**src/rtl/periph_rr_arbiter_pkg.sv**
```systemverilog
// Shared types and constants for the peripheral round-robin arbiter.
package periph_arb_pkg;

    typedef enum logic [1:0] {
        ST_IDLE      = 2'd0,
        ST_LOCK      = 2'd1,
        ST_WAIT_RESP = 2'd2
    } arb_state_e;

    localparam logic [31:0] ERR_RDATA = 32'hBADACCE5;

    // Circular successor of a requester index within n requesters.
    function automatic int unsigned rr_next(input int unsigned idx, input int unsigned n);
        return ((idx + 32'd1) >= n) ? 32'd0 : (idx + 32'd1);
    endfunction

endpackage

```
**src/rtl/periph_rr_arbiter_rr_prio_sel.sv**
```systemverilog
// Circular priority selector: first asserted request at or after ptr wins.
module rr_prio_sel #(
    parameter int NB_MASTERS = 2
) (
    input  logic [NB_MASTERS-1:0]                                 req,
    input  logic [((NB_MASTERS > 1) ? $clog2(NB_MASTERS) : 1)-1:0] ptr,
    output logic [NB_MASTERS-1:0]                                 sel_onehot,
    output logic [((NB_MASTERS > 1) ? $clog2(NB_MASTERS) : 1)-1:0] sel_idx,
    output logic                                                  sel_valid
);

    localparam int IDX_W = (NB_MASTERS > 1) ? $clog2(NB_MASTERS) : 1;

    int unsigned      cand_s;
    logic [IDX_W-1:0] cand_idx_s;
    logic             hit_s;

    // Walk once around the ring from ptr; the first hit locks the result.
    always_comb begin
        sel_onehot = '0;
        sel_idx    = '0;
        sel_valid  = 1'b0;
        cand_s     = 32'd0;
        cand_idx_s = '0;
        hit_s      = 1'b0;
        for (int off = 0; off < NB_MASTERS; off++) begin
            cand_s     = 32'(ptr) + 32'(off);
            cand_s     = (cand_s >= 32'(NB_MASTERS)) ? (cand_s - 32'(NB_MASTERS)) : cand_s;
            cand_idx_s = IDX_W'(cand_s);
            hit_s      = ~sel_valid & req[cand_idx_s];
            sel_onehot[cand_idx_s] = sel_onehot[cand_idx_s] | hit_s;
            sel_idx    = hit_s ? cand_idx_s : sel_idx;
            sel_valid  = sel_valid | hit_s;
        end
    end

endmodule

```
**src/rtl/periph_rr_arbiter.sv**
```systemverilog
// Round-robin arbiter funnelling NB_MASTERS TCDM requesters onto one peripheral
// port, one outstanding transaction at a time, with a response watchdog.
module periph_rr_arbiter #(
    parameter int NB_MASTERS     = 2,
    parameter int PER_ADDR_WIDTH = 32,
    parameter int PER_DATA_WIDTH = 32,
    parameter int TIMEOUT_CYCLES = 255
) (
    input  logic                                          clk_i,
    input  logic                                          rst_ni,
    input  logic [NB_MASTERS-1:0]                         slv_req_i,
    input  logic [NB_MASTERS-1:0][PER_ADDR_WIDTH-1:0]     slv_add_i,
    input  logic [NB_MASTERS-1:0]                         slv_we_i,
    input  logic [NB_MASTERS-1:0][PER_DATA_WIDTH-1:0]     slv_wdata_i,
    input  logic [NB_MASTERS-1:0][PER_DATA_WIDTH/8-1:0]   slv_be_i,
    output logic [NB_MASTERS-1:0]                         slv_gnt_o,
    output logic [NB_MASTERS-1:0]                         slv_r_valid_o,
    output logic                                          slv_r_opc_o,
    output logic [PER_DATA_WIDTH-1:0]                     slv_r_rdata_o,
    output logic                                          mst_req_o,
    output logic [PER_ADDR_WIDTH-1:0]                     mst_add_o,
    output logic                                          mst_we_o,
    output logic [PER_DATA_WIDTH-1:0]                     mst_wdata_o,
    output logic [PER_DATA_WIDTH/8-1:0]                   mst_be_o,
    input  logic                                          mst_gnt_i,
    input  logic                                          mst_r_valid_i,
    input  logic                                          mst_r_opc_i,
    input  logic [PER_DATA_WIDTH-1:0]                     mst_r_rdata_i,
    output logic                                          busy_o,
    output logic                                          timeout_o
);

    import periph_arb_pkg::*;

    localparam int IDX_W = (NB_MASTERS > 1) ? $clog2(NB_MASTERS) : 1;
    localparam int WD_W  = $clog2(TIMEOUT_CYCLES + 1);

    arb_state_e              state_r;
    logic [IDX_W-1:0]        owner_r;
    logic [IDX_W-1:0]        rr_ptr_r;
    logic [WD_W-1:0]         wd_r;

    logic [NB_MASTERS-1:0]   win_onehot_s;
    logic [IDX_W-1:0]        win_idx_s;
    logic                    win_valid_s;
    logic [IDX_W-1:0]        sel_idx_s;
    logic                    fwd_s;
    logic                    resp_s;
    logic                    fire_s;
    logic [WD_W-1:0]         wd_inc_s;

    rr_prio_sel #(
        .NB_MASTERS (NB_MASTERS)
    ) u_prio_sel (
        .req        (slv_req_i),
        .ptr        (rr_ptr_r),
        .sel_onehot (win_onehot_s),
        .sel_idx    (win_idx_s),
        .sel_valid  (win_valid_s)
    );

    // A real response always beats a watchdog expiry in the same cycle.
    assign resp_s   = (state_r == ST_WAIT_RESP) & mst_r_valid_i;
    assign wd_inc_s = wd_r + WD_W'(1'b1);
    assign fire_s   = (state_r == ST_WAIT_RESP) & ~mst_r_valid_i
                    & (wd_inc_s == WD_W'(TIMEOUT_CYCLES));

    assign busy_o    = (state_r != ST_IDLE);
    assign timeout_o = fire_s;

    // Pick which requester is forwarded and route the peripheral grant back.
    always_comb begin
        sel_idx_s = owner_r;
        fwd_s     = 1'b0;
        slv_gnt_o = '0;
        case (state_r)
            ST_IDLE: begin
                sel_idx_s = win_idx_s;
                fwd_s     = win_valid_s;
                slv_gnt_o = win_onehot_s & {NB_MASTERS{mst_gnt_i}};
            end
            ST_LOCK: begin
                sel_idx_s = owner_r;
                fwd_s     = slv_req_i[owner_r];
                slv_gnt_o[owner_r] = slv_req_i[owner_r] & mst_gnt_i;
            end
            ST_WAIT_RESP: begin
                sel_idx_s = owner_r;
                fwd_s     = 1'b0;
            end
            default: begin
                sel_idx_s = owner_r;
                fwd_s     = 1'b0;
            end
        endcase
    end

    // Forwarded request fields; held at zero when nothing is being offered.
    always_comb begin
        mst_req_o = fwd_s;
        if (fwd_s) begin
            mst_add_o   = slv_add_i[sel_idx_s];
            mst_we_o    = slv_we_i[sel_idx_s];
            mst_wdata_o = slv_wdata_i[sel_idx_s];
            mst_be_o    = slv_be_i[sel_idx_s];
        end else begin
            mst_add_o   = '0;
            mst_we_o    = 1'b0;
            mst_wdata_o = '0;
            mst_be_o    = '0;
        end
    end

    // Response steering to the owner, with the error word on watchdog expiry.
    always_comb begin
        slv_r_valid_o = '0;
        slv_r_valid_o[owner_r] = resp_s | fire_s;
        if (resp_s) begin
            slv_r_opc_o   = mst_r_opc_i;
            slv_r_rdata_o = mst_r_rdata_i;
        end else if (fire_s) begin
            slv_r_opc_o   = 1'b1;
            slv_r_rdata_o = PER_DATA_WIDTH'(ERR_RDATA);
        end else begin
            slv_r_opc_o   = 1'b0;
            slv_r_rdata_o = '0;
        end
    end

    // Transaction FSM: arbitration pointer, owner latch and watchdog.
    always_ff @(posedge clk_i or negedge rst_ni) begin
        if (!rst_ni) begin
            state_r  <= ST_IDLE;
            owner_r  <= '0;
            rr_ptr_r <= '0;
            wd_r     <= '0;
        end else begin
            case (state_r)
                ST_IDLE: begin
                    if (win_valid_s) begin
                        owner_r <= win_idx_s;
                        if (mst_gnt_i) begin
                            rr_ptr_r <= IDX_W'(rr_next(32'(win_idx_s), 32'(NB_MASTERS)));
                            wd_r     <= '0;
                            state_r  <= ST_WAIT_RESP;
                        end else begin
                            state_r  <= ST_LOCK;
                        end
                    end else begin
                        state_r <= ST_IDLE;
                    end
                end
                ST_LOCK: begin
                    if (!slv_req_i[owner_r]) begin
                        state_r <= ST_IDLE;
                    end else if (mst_gnt_i) begin
                        rr_ptr_r <= IDX_W'(rr_next(32'(owner_r), 32'(NB_MASTERS)));
                        wd_r     <= '0;
                        state_r  <= ST_WAIT_RESP;
                    end else begin
                        state_r <= ST_LOCK;
                    end
                end
                ST_WAIT_RESP: begin
                    if (resp_s || fire_s) begin
                        wd_r    <= '0;
                        state_r <= ST_IDLE;
                    end else begin
                        wd_r    <= wd_inc_s;
                    end
                end
                default: begin
                    wd_r    <= '0;
                    state_r <= ST_IDLE;
                end
            endcase
        end
    end

endmodule

```
**config.mk**
```make
export PLATFORM = sky130hd
export DESIGN_NAME = periph_rr_arbiter
export DESIGN_NICKNAME = d
export VERILOG_FILES = /design/src/rtl/periph_rr_arbiter_pkg.sv /design/src/rtl/periph_rr_arbiter_rr_prio_sel.sv /design/src/rtl/periph_rr_arbiter.sv
export SDC_FILE = /design/constraint.sdc
export NUM_CORES = 1
export LEC_CHECK = 0
export CAP_MARGIN = 20
export CORE_AREA = 2 2 112 114
export CTS_CLUSTER_SIZE = 8
export DETAILED_ROUTE_END_ITERATION = 6
export DIE_AREA = 0 0 114 116
export PLACE_DENSITY_LB_ADDON = 0.1
export SLEW_MARGIN = 20
export SYNTH_ARGS = -nofsm -noshare
export SYNTH_HDL_FRONTEND = slang
export SYNTH_SLANG_ARGS = --single-unit
```
**constraint.sdc**
```tcl
create_clock -name clk_i -period 3.5 [get_ports clk_i]
set_input_delay 0.7 -clock clk_i [delete_from_list [all_inputs] [get_ports clk_i]]
set_output_delay 0.7 -clock clk_i [all_outputs]
set_load 0.01 [all_outputs]
```
==> flow_summary.json, run 1 <==
{
  "synth_edf_count": 0,
  "finalSetupTns_ps": 0,
  "grt_pass1_vias": 3443,
  "track_usage_pct": 17.3,
  "grt_antenna_before_repair": 0,
  "crit_top_cell": "clkdlybuf4s50_1",
  "synth_mux_area_share_pct": 0,
  "synth_compound_area_share_pct": 27.2,
  "yosys_register_bits": 12,
  "drt-wirelength-per-cell_um": 15.8,
  "netlist_area_um2": 2120,
  "status": "completed",
  "syn2layout_area_growth_pct": 161,
  "register_area_um2": 300,
  "yosysUniqueCellTypes": 44,
  "period_share_pct": 97.4,
  "yosys.area_share.simple_pct": 49.1,
  "max_freq_mhz": 293,
  "r2r_start": "wd_r[0]",
  "synth_seq_area_share_pct": 14.2,
  "p_leak_uw": 0.00294,
  "ant_nets": 0,
  "p_clk_share_pct": 8.6,
  "startpoint_type": "input port",
  "diodes": 0,
  "maxSlewHeadroom_pct": 56.8,
  "switchingPower_uw": 1170,
  "vias": 3680,
  "cts_max_level": 1,
  "critPathTopFamily": "buffers and inverters",
  "cts_tree": "done",
  "dr.pass1.iters": 4,
  "drt_drc_violations_left": 0,
  "hold_viol": 0,
  "root_buffer": "clkbuf_16",
  "clk_path_buf_depth": 2,
  "vdd_drop_max_uv": 210,
  "post_drt_via_cell_ratio": 4.52,
  "n_fill_cell": 1195,
  "die_x_um": 114,
  "synth_top_area_share_pct": 33.5,
  "drt-initial-drc-count": 189,
  "critPathRequiredTime_ps": 2800,
  "worstHoldStart": "rr_ptr_r",
  "grt_max_degree": 42,
  "worstHoldEndpoint": "rr_ptr_r",
  "setup_viol": 0,
  "clk_pin_slew_ps": 40,
  "io_pins": 286,
  "hold_slack_ps": 509,
  "drv_cap": 0,
  "crit_slowest_cell": "clkdlybuf4s50_1",
  "period_minus_slack_ps": 3410,
  "reg2reg_depth": 8,
  "drv_slew": 0,
  "finalClockSkew_ps": 0.334,
  "rows": 40,
  "core-area_um2": 11900,
  "clk_latency_ps": 240,
  "r2r_slack_ps": 1330,
  "nNetsFinal": 848,
  "cp_data_arrival_time_ps": 2710,
  "synth_area_leaders": "nand2_1, a21oi_1, dfrtp_1",
  "async_flop_share_pct": 100,
  "synthFlopType": "dfrtp_1",
  "dpl.hpwl_mm": 10.2,
  "syn_avg_cell_area_um2": 5.43,
  "drive_gt1_share_pct": 5.84,
  "port_buffers": 285,
  "worstSetupPathType": "in2out",
  "crit_chain": "clkdlybuf4s50_1 -> nand2b_1 -> nand3_1 -> and2_4 -> bufbuf_16 -> nand2_1 -> a21oi_1 -> clkdlybuf4s50_1",
  "p_per_area_nw_per_um2": 482,
  "multi_input_area_um2": 1680,
  "die_area_um2": 13200,
  "cp-end-kind": "output port",
  "dpl_worst_slack_ps": -5.31,
  "r2r-end": "wd_r[2]",
  "p_seq_share_pct": 8.1,
  "initial_core_util_pct": 17.8,
  "worst_slack_ps": 92.1,
  "pwr-share-comb_pct": 83.4,
  "worstHoldPathType": "reg2reg",
  "worst_pin_slew_ps": 647,
  "syn_inst": 390,
  "overflow": 0,
  "grt_pass1_wl_mm": 18.4,
  "ys_warn_count": 0,
  "gp_congestion": 0.815,
  "switching_share_pct": 43.9,
  "p_int_uw": 1490,
  "cpPeakStageDelay_ps": 550,
  "cts_buffers": 3,
  "synth_top_area_cell": "nand2_1",
  "synthAdderAreaFrac_pct": 1.18,
  "synth_top_family_by_area": "simple AND/OR/NAND/NOR gates",
  "drt-total-wl_mm": 12.9,
  "worstHoldPathCells": 1,
  "syn-num-nets": 569,
  "crit_buf_inv": 3,
  "cp_max_fo": 23,
  "cts_sinks": 12,
  "die_h_um": 116,
  "synth_xor_area_share_pct": 0.413
}
[layout by cell type (no fill, tap or decap), types with 2 or more instances in the layout]
cell             count
a21o_1               2
a21oi_1             71
a21oi_2              3
a31oi_1              3
and2b_1              2
and3_1              14
buf_12               6
buf_4               12
clkbuf_16            5
clkdlybuf4s50_1    247
dfrtp_1             12
dlymetal6s2s_1      38
ha_1                 2
inv_1                6
nand2_1            188
nand2b_1             5
nand3_1              6
nand3b_1             5
nor2_1               6
o211ai_1             2
o21ai_0              2
o21ai_1              4
o22ai_1              2
[state kept, by name, indices dropped and copies added (netlist names)]
signal,cells
wd_r,8
state_r,2
owner_r,1
rr_ptr_r,1
[metrics by stage]
step	instances	total power (µW)	utilization, %	instance area, µm²
after global placement	804	2400	43.6	5190
after detailed placement	804	2400	43.6	5190
after global routing	815	2870	46.3	5520
after CTS	809	2700	44.6	5320
after floorplan	390	1190	-	2120
final	815	2660	46.3	5520
[timing repair]
item / CTS / global route
buffers inserted: 0 / 4
pin swaps: 0 / 5
gates resized for setup: 0 / 43
gates cloned: 1 / 2
endpoints found under the setup margin: 2 / 50
hold buffers: 0 / 0
[power groups by stage]
stage | Clock (µW) | Combinational [µW] | Sequential (µW)
after floorplan | 0 | 992 | 195
after global placement | 0 | 2180 | 215
after detailed placement | 0 | 2190 | 215
after CTS | 234 | 2260 | 214
after global routing | 240 | 2410 | 220
final | 228 | 2220 | 214
[how the worst max path moves through the flow]
stage / cells after the start / startpoint / slack (ps) / endpoint
6_report: 8 / slv_req_i[0] / 90 / mst_wdata_o[21]
5_1_grt: 6 / slv_req_i[1] / -5 / mst_add_o[18]
4_1_cts: 7 / mst_r_valid_i / -4 / slv_r_valid_o[0]
3_5_place_dp: 8 / slv_req_i[0] / -5 / mst_wdata_o[27]
3_3_place_gp: 8 / slv_req_i[0] / 5 / mst_wdata_o[27]
2_1_floorplan: 5 / mst_r_valid_i / 1010 / slv_r_valid_o[1]
[kinds of logic (layout without fill, tap and decap cells)]
kind of cell,Yosys count,count (layout)
compound gates,99,99
xor+xnor,1,1
fa+ha+maj,2,2
buf+inv,38,316
flops,12,12
simple gates,238,238
[cell usage after synthesis, types with 2 or more instances]
library cell  instances
buf_2                13
o21ai_1               4
o211ai_1              2
o22ai_1               2
ha_1                  2
a31oi_1               3
and2_1                2
clkbuf_1             13
a21o_1                2
inv_1                 6
buf_1                 4
and3_1               14
o21ai_0               2
nand2_1             189
nor2_1                6
nand3_1               6
a21oi_1              73
and2b_1               2
nand2b_1              5
nand3b_1              5
dfrtp_1              12
[cell type report]
cell class / instances / share of cell area (%)
timing repair buffer: 306 / 58.7
multi-input combinational: 340 / 30.5
sequential: 12 / 5.44
tap: 147 / 3.33
clock buffer: 4 / 1.61
inverter: 6 / 0.408
[layer usage]
| layer | part of all wire, % | wire [µm] | up-vias | track usage (%) |
|---|---|---|---|---|
| li1 | - | - | 1848 | - |
| met3 | 8.9 | 1140 | 17 | 3.82 |
| met5 | 0 | 0 | - | 0 |
| met2 | 51 | 6520 | 205 | 31.6 |
| met1 | 39 | 4960 | 1610 | 20.5 |
| met4 | 1.8 | 233 | 0 | 4.23 |
(Power assumes the default switching activity.)
==> run 2, diff against run 1 <==
--- a/config.mk
+++ b/config.mk
@@ -11,6 +11,7 @@
 export DETAILED_ROUTE_END_ITERATION = 6
 export DIE_AREA = 0 0 114 116
 export PLACE_DENSITY_LB_ADDON = 0.1
+export SKIP_LAST_GASP = 1
 export SLEW_MARGIN = 20
 export SYNTH_ARGS = -nofsm -noshare
 export SYNTH_HDL_FRONTEND = slang
==> run 2 against run 1 <==
  * Clock skew barely moved
  * Non-clock buffer count unchanged
  * Worst setup slack worse by 0.67 ps
  * Fmax about the same
  * Die area stayed put
  * Sequential cell count unchanged
==> flow_summary.json, run 2 (synthesis gave the netlist of run 1 again) <==
{
  "post_drt_via_cell_ratio": 4.49,
  "totalPowerFinal_uw": 2660,
  "die_area_um2": 13200,
  "crit_slowest_cell": "clkdlybuf4s50_1",
  "dr.pass1.iters": 4,
  "dpl.hpwl_mm": 10.2,
  "period_minus_slack_ps": 3410,
  "drive_gt1_share_pct": 5.69,
  "rsz0062_at_grt": "yes",
  "mostFrequentLayoutCell": "clkdlybuf4s50_1",
  "cts_buffers": 3,
  "overflow": 0,
  "drv_slew": 0,
  "cpPeakStageDelay_ps": 550,
  "drt_drc_violations_left": 0,
  "clk_path_buf_depth": 2,
  "drt-initial-drc-count": 199,
  "ant_nets": 0,
  "final_util_pct": 46.3,
  "track_usage_pct": 17.3,
  "grt_pass1_vias": 3443,
  "root_buffer": "clkbuf_16",
  "io_pins": 286,
  "cts_max_level": 1,
  "cts_tree": "done",
  "regMostFlops": "wd_r",
  "worstSetupPathType": "in2out",
  "drt-total-wl_mm": 12.8,
  "rows": 40,
  "largest_register_ffs": 8,
  "cts_sinks": 12,
  "maxSlewHeadroom_pct": 55.6,
  "grt_max_degree": 42,
  "cp_data_arrival_time_ps": 2710,
  "dpl_worst_slack_ps": -5.31,
  "period_share_pct": 97.4,
  "port_buffers": 285,
  "core-area_um2": 11900,
  "mostFrequentLayoutCells": "clkdlybuf4s50_1, nand2_1, a21oi_1",
  "gp_congestion": 0.815,
  "crit_top_cell": "clkdlybuf4s50_1",
  "drt-wirelength-per-cell_um": 15.7,
  "clk_pin_slew_ps": 40,
  "clk_latency_ps": 240,
  "max_freq_mhz": 293,
  "hold_slack_ps": 509,
  "die_x_um": 114,
  "cp_max_fo": 23,
  "critPathRequiredTime_ps": 2800,
  "cp-end-kind": "output port",
  "p_per_area_nw_per_um2": 482,
  "startpoint_type": "input port",
  "top_regs": "wd_r: 8 flops, state_r: 2 flops",
  "syn2layout_area_growth_pct": 160,
  "drv_cap": 0,
  "die_h_um": 116,
  "setup_viol": 0,
  "crit_chain": "clkdlybuf4s50_1 -> nand2b_1 -> nand3_1 -> and2_4 -> bufbuf_16 -> nand2_1 -> a21oi_1 -> clkdlybuf4s50_1",
  "worst_pin_slew_ps": 665,
  "finalSetupTns_ps": 0,
  "worst_slack_ps": 91.5,
  "nNetsFinal": 848,
  "hold_viol": 0,
  "diodes": 0,
  "vdd_drop_max_uv": 209,
  "initial_core_util_pct": 17.8,
  "cts_hold_buf": 0,
  "grt_pass1_wl_mm": 18.4,
  "vias": 3661,
  "status": "completed",
  "finalClockSkew_ps": 0.427,
  "worstHoldPathType": "reg2reg",
  "p_leak_uw": 0.00291,
  "grt_antenna_before_repair": 0
}
==> run 2: cell types whose count changed in the layout (fill, tap and decap cells not counted) <==
cell             change
clkdlybuf4s50_1      +2
dlymetal6s2s_1       -2
a21oi_1              +1
a21oi_2              -1
==> run 2: worst paths after layout <==
kind	slack (ps)	end	cells past startpoint	from
worst max-delay path	90	mst_wdata_o[21]	8	slv_req_i[0]
worst min-delay path	510	rr_ptr_r	1	rr_ptr_r
worst max register to register	1330	wd_r[2]	8	wd_r[0]
worst min register to register	510	rr_ptr_r	1	rr_ptr_r
max in group asynchronous	2310	rr_ptr_r	1	rst_ni
min in group asynchronous	820	wd_r[7]	1	rst_ni
==> run 2: area by class of cell <==
cell class,count,area (µm²)
Fill cell,1192,6400
Multi-Input combinational cell,340,1680
Inverter,6,22.5
Clock buffer,4,88.8
Tap cell,147,184
Timing Repair Buffer,306,3240
Sequential cell,12,300
==> run 2: worst max-delay path: cells and delay by family <==
kind | cells | cell delay (ps)
AOI/OAI and AO/OA | 1 | 120
buffers and inverters | 3 | 1390
and+or+nand+nor | 4 | 480
==> run 2: where the power goes <==
| part | internal (µW) | switching (µW) |
|---|---|---|
| Sequential | 164 | 50.0 |
| Clock | 172 | 55.9 |
| Combinational | 1150 | 1060 |
==> run 2: stage by stage <==
stage / instance area [µm²] / std cells
final: 5510 / 815
after global placement: 5190 / 804
after CTS: 5320 / 809
after global routing: 5510 / 815
after floorplan: 2120 / 390
after detailed placement: 5190 / 804
==> run 2: timing repair <==
item | in CTS | in global routing
cloned | 1 | 2
setup endpoints to repair | 2 | 50
buffers inserted | 0 | 4
pin swaps | 0 | 5
gates resized for setup | 0 | 40
==> run 2: per-layer routing <==
layer	part of all wire, %	track usage [%]
met5	0	0
met2	51	31.6
met1	38	20.5
met4	1.8	4.23
met3	9.1	3.82
==> run 3, diff against run 2 <==
--- a/config.mk
+++ b/config.mk
@@ -6,10 +6,13 @@
 export NUM_CORES = 1
 export LEC_CHECK = 0
 export CAP_MARGIN = 20
-export CORE_AREA = 2 2 112 114
+export CELL_PAD_IN_SITES_DETAIL_PLACEMENT = 0
+export CELL_PAD_IN_SITES_GLOBAL_PLACEMENT = 1
+export CORE_ASPECT_RATIO = 0.9
+export CORE_MARGIN = 2
+export CORE_UTILIZATION = 15
 export CTS_CLUSTER_SIZE = 8
 export DETAILED_ROUTE_END_ITERATION = 6
-export DIE_AREA = 0 0 114 116
 export PLACE_DENSITY_LB_ADDON = 0.1
 export SKIP_LAST_GASP = 1
 export SLEW_MARGIN = 20
==> run 3 against run 2 <==
  * Critical path depth shrank 1
  * Register-to-register slack gained 60 ps
  * Cell area shrank 0.75%
  * Count of clock-buffer cells in the layout is the same
  * Global-route usage shrank 2.4 points
  * First-iteration DRC count shrank 18%
  * Fmax grew 0.12%
  * Worst setup slack gained 4.2 ps
  * Sequential share of layout area is essentially flat
  * Critical path type unchanged
  * Largest power group unchanged
  * Highest routed layer unchanged
==> flow_summary.json, run 3 (synthesis gave the netlist of run 1 again) <==
{
  "drv_slew": 0,
  "cts_hold_buf": 0,
  "gp_congestion": 0.816,
  "nNetsFinal": 849,
  "switching_share_pct": 43.5,
  "vdd_drop_max_uv": 180,
  "startpoint_type": "input port",
  "drt-wirelength-per-cell_um": 14.7,
  "top_regs": "wd_r: 8 flops, state_r: 2 flops",
  "regMostFlops": "wd_r",
  "totalPowerFinal_uw": 2690,
  "hold_viol": 0,
  "cts_max_level": 1,
  "drt_drc_violations_left": 0,
  "drt-total-wl_mm": 12.7,
  "p_int_uw": 1520,
  "cp_max_fo": 22,
  "rsz0062_at_grt": "yes",
  "switchingPower_uw": 1170,
  "p_per_area_nw_per_um2": 492,
  "drt-initial-drc-count": 164,
  "cts_tree": "done",
  "syn2layout_area_growth_pct": 158,
  "die_x_um": 129,
  "cp_data_arrival_time_ps": 2700,
  "rows": 41,
  "mostFrequentLayoutCell": "clkdlybuf4s50_1",
  "dr.pass1.iters": 4,
  "setup_viol": 0,
  "grt_antenna_before_repair": 0,
  "hold_slack_ps": 502,
  "cts_buffers": 3,
  "p_seq_share_pct": 7.9,
  "io_pins": 286,
  "p_clk_share_pct": 8.6,
  "cts_sinks": 12,
  "die_area_um2": 15100,
  "initial_core_util_pct": 15.2,
  "largest_register_ffs": 8,
  "core-area_um2": 13900,
  "final_util_pct": 39.3,
  "worstHoldPathType": "reg2reg",
  "multi_input_area_um2": 1680,
  "die_h_um": 117,
  "grt_pass1_vias": 3279,
  "drv_cap": 0,
  "maxSlewHeadroom_pct": 60.1,
  "finalSetupTns_ps": 0,
  "dpl.hpwl_mm": 10.5,
  "register_area_um2": 300,
  "worst_pin_slew_ps": 597,
  "clk_latency_ps": 240,
  "ant_nets": 0,
  "cts_setup_buffers": 0,
  "pwr-share-comb_pct": 83.5,
  "clk_pin_slew_ps": 40,
  "overflow": 0,
  "ctsResizeCount": 0,
  "track_usage_pct": 14.9,
  "period_minus_slack_ps": 3400,
  "max_freq_mhz": 294,
  "finalClockSkew_ps": 1.58,
  "cp-end-kind": "output port",
  "period_share_pct": 97.3,
  "p_leak_uw": 0.00245,
  "root_buffer": "clkbuf_16",
  "drive_gt1_share_pct": 5.83,
  "status": "completed",
  "grt_max_degree": 34,
  "vias": 3603,
  "port_buffers": 285,
  "grt_pass1_wl_mm": 17.8,
  "n_fill_cell": 1457,
  "critPathRequiredTime_ps": 2800,
  "clk_path_buf_depth": 2,
  "mostFrequentLayoutCells": "clkdlybuf4s50_1, nand2_1, a21oi_1",
  "post_drt_via_cell_ratio": 4.17,
  "worstSetupPathType": "in2out"
}
## run 3: worst paths after layout
path                         startpoint              end  slack, ps  cells after the start
min reg2reg                    rr_ptr_r         rr_ptr_r        500                      1
min                            rr_ptr_r         rr_ptr_r        500                      1
max                        slv_req_i[1]  mst_wdata_o[17]        100                      7
max in group asynchronous        rst_ni       state_r[1]       2270                      1
max reg2reg                     wd_r[0]          wd_r[3]       1390                      7
min in group asynchronous        rst_ni          wd_r[5]        840                      1
## run 3: power groups by stage
stage / logic, µW / registers [µW] / clock network (µW)
floorplan: 992 / 195 / 0
global placement: 2280 / 216 / 0
detailed placement: 2280 / 215 / 0
CTS: 2290 / 214 / 236
global route: 2450 / 221 / 244
finish: 2250 / 213 / 231
## run 3: metrics by stage
step,instances,setup WS (ps),area (µm²)
after global routing,862,-4.35,5470
final,863,95.7,5470
after floorplan,390,1010,2120
after global placement,858,63.7,5320
after CTS,862,0.0959,5410
after detailed placement,858,0.356,5320
## run 3: routing by layer
layer  part of all wire, %  track usage [%]
met3                   9.0             3.94
met1                    39             17.2
met5                     0                0
met2                    52             28.0
met4                  0.41             2.17
## run 3: area by class of cell
type                    instances  share of cell area (%)
repair buffers                307                    57.3
multi-input cells             340                    30.7
flip-flops and latches         12                    5.49
well taps                     193                    4.42
clock buffers                   4                    1.62
inverters                       6                   0.412
diodes                          1                  0.0458
## run 3: worst max-delay path, cell delays in order
cell and delay, ps:
clkdlybuf4s50_1 570, nand3b_1 170, nand3b_1 170, buf_12 210
buf_4 140, a21oi_1 130, clkdlybuf4s50_1 590
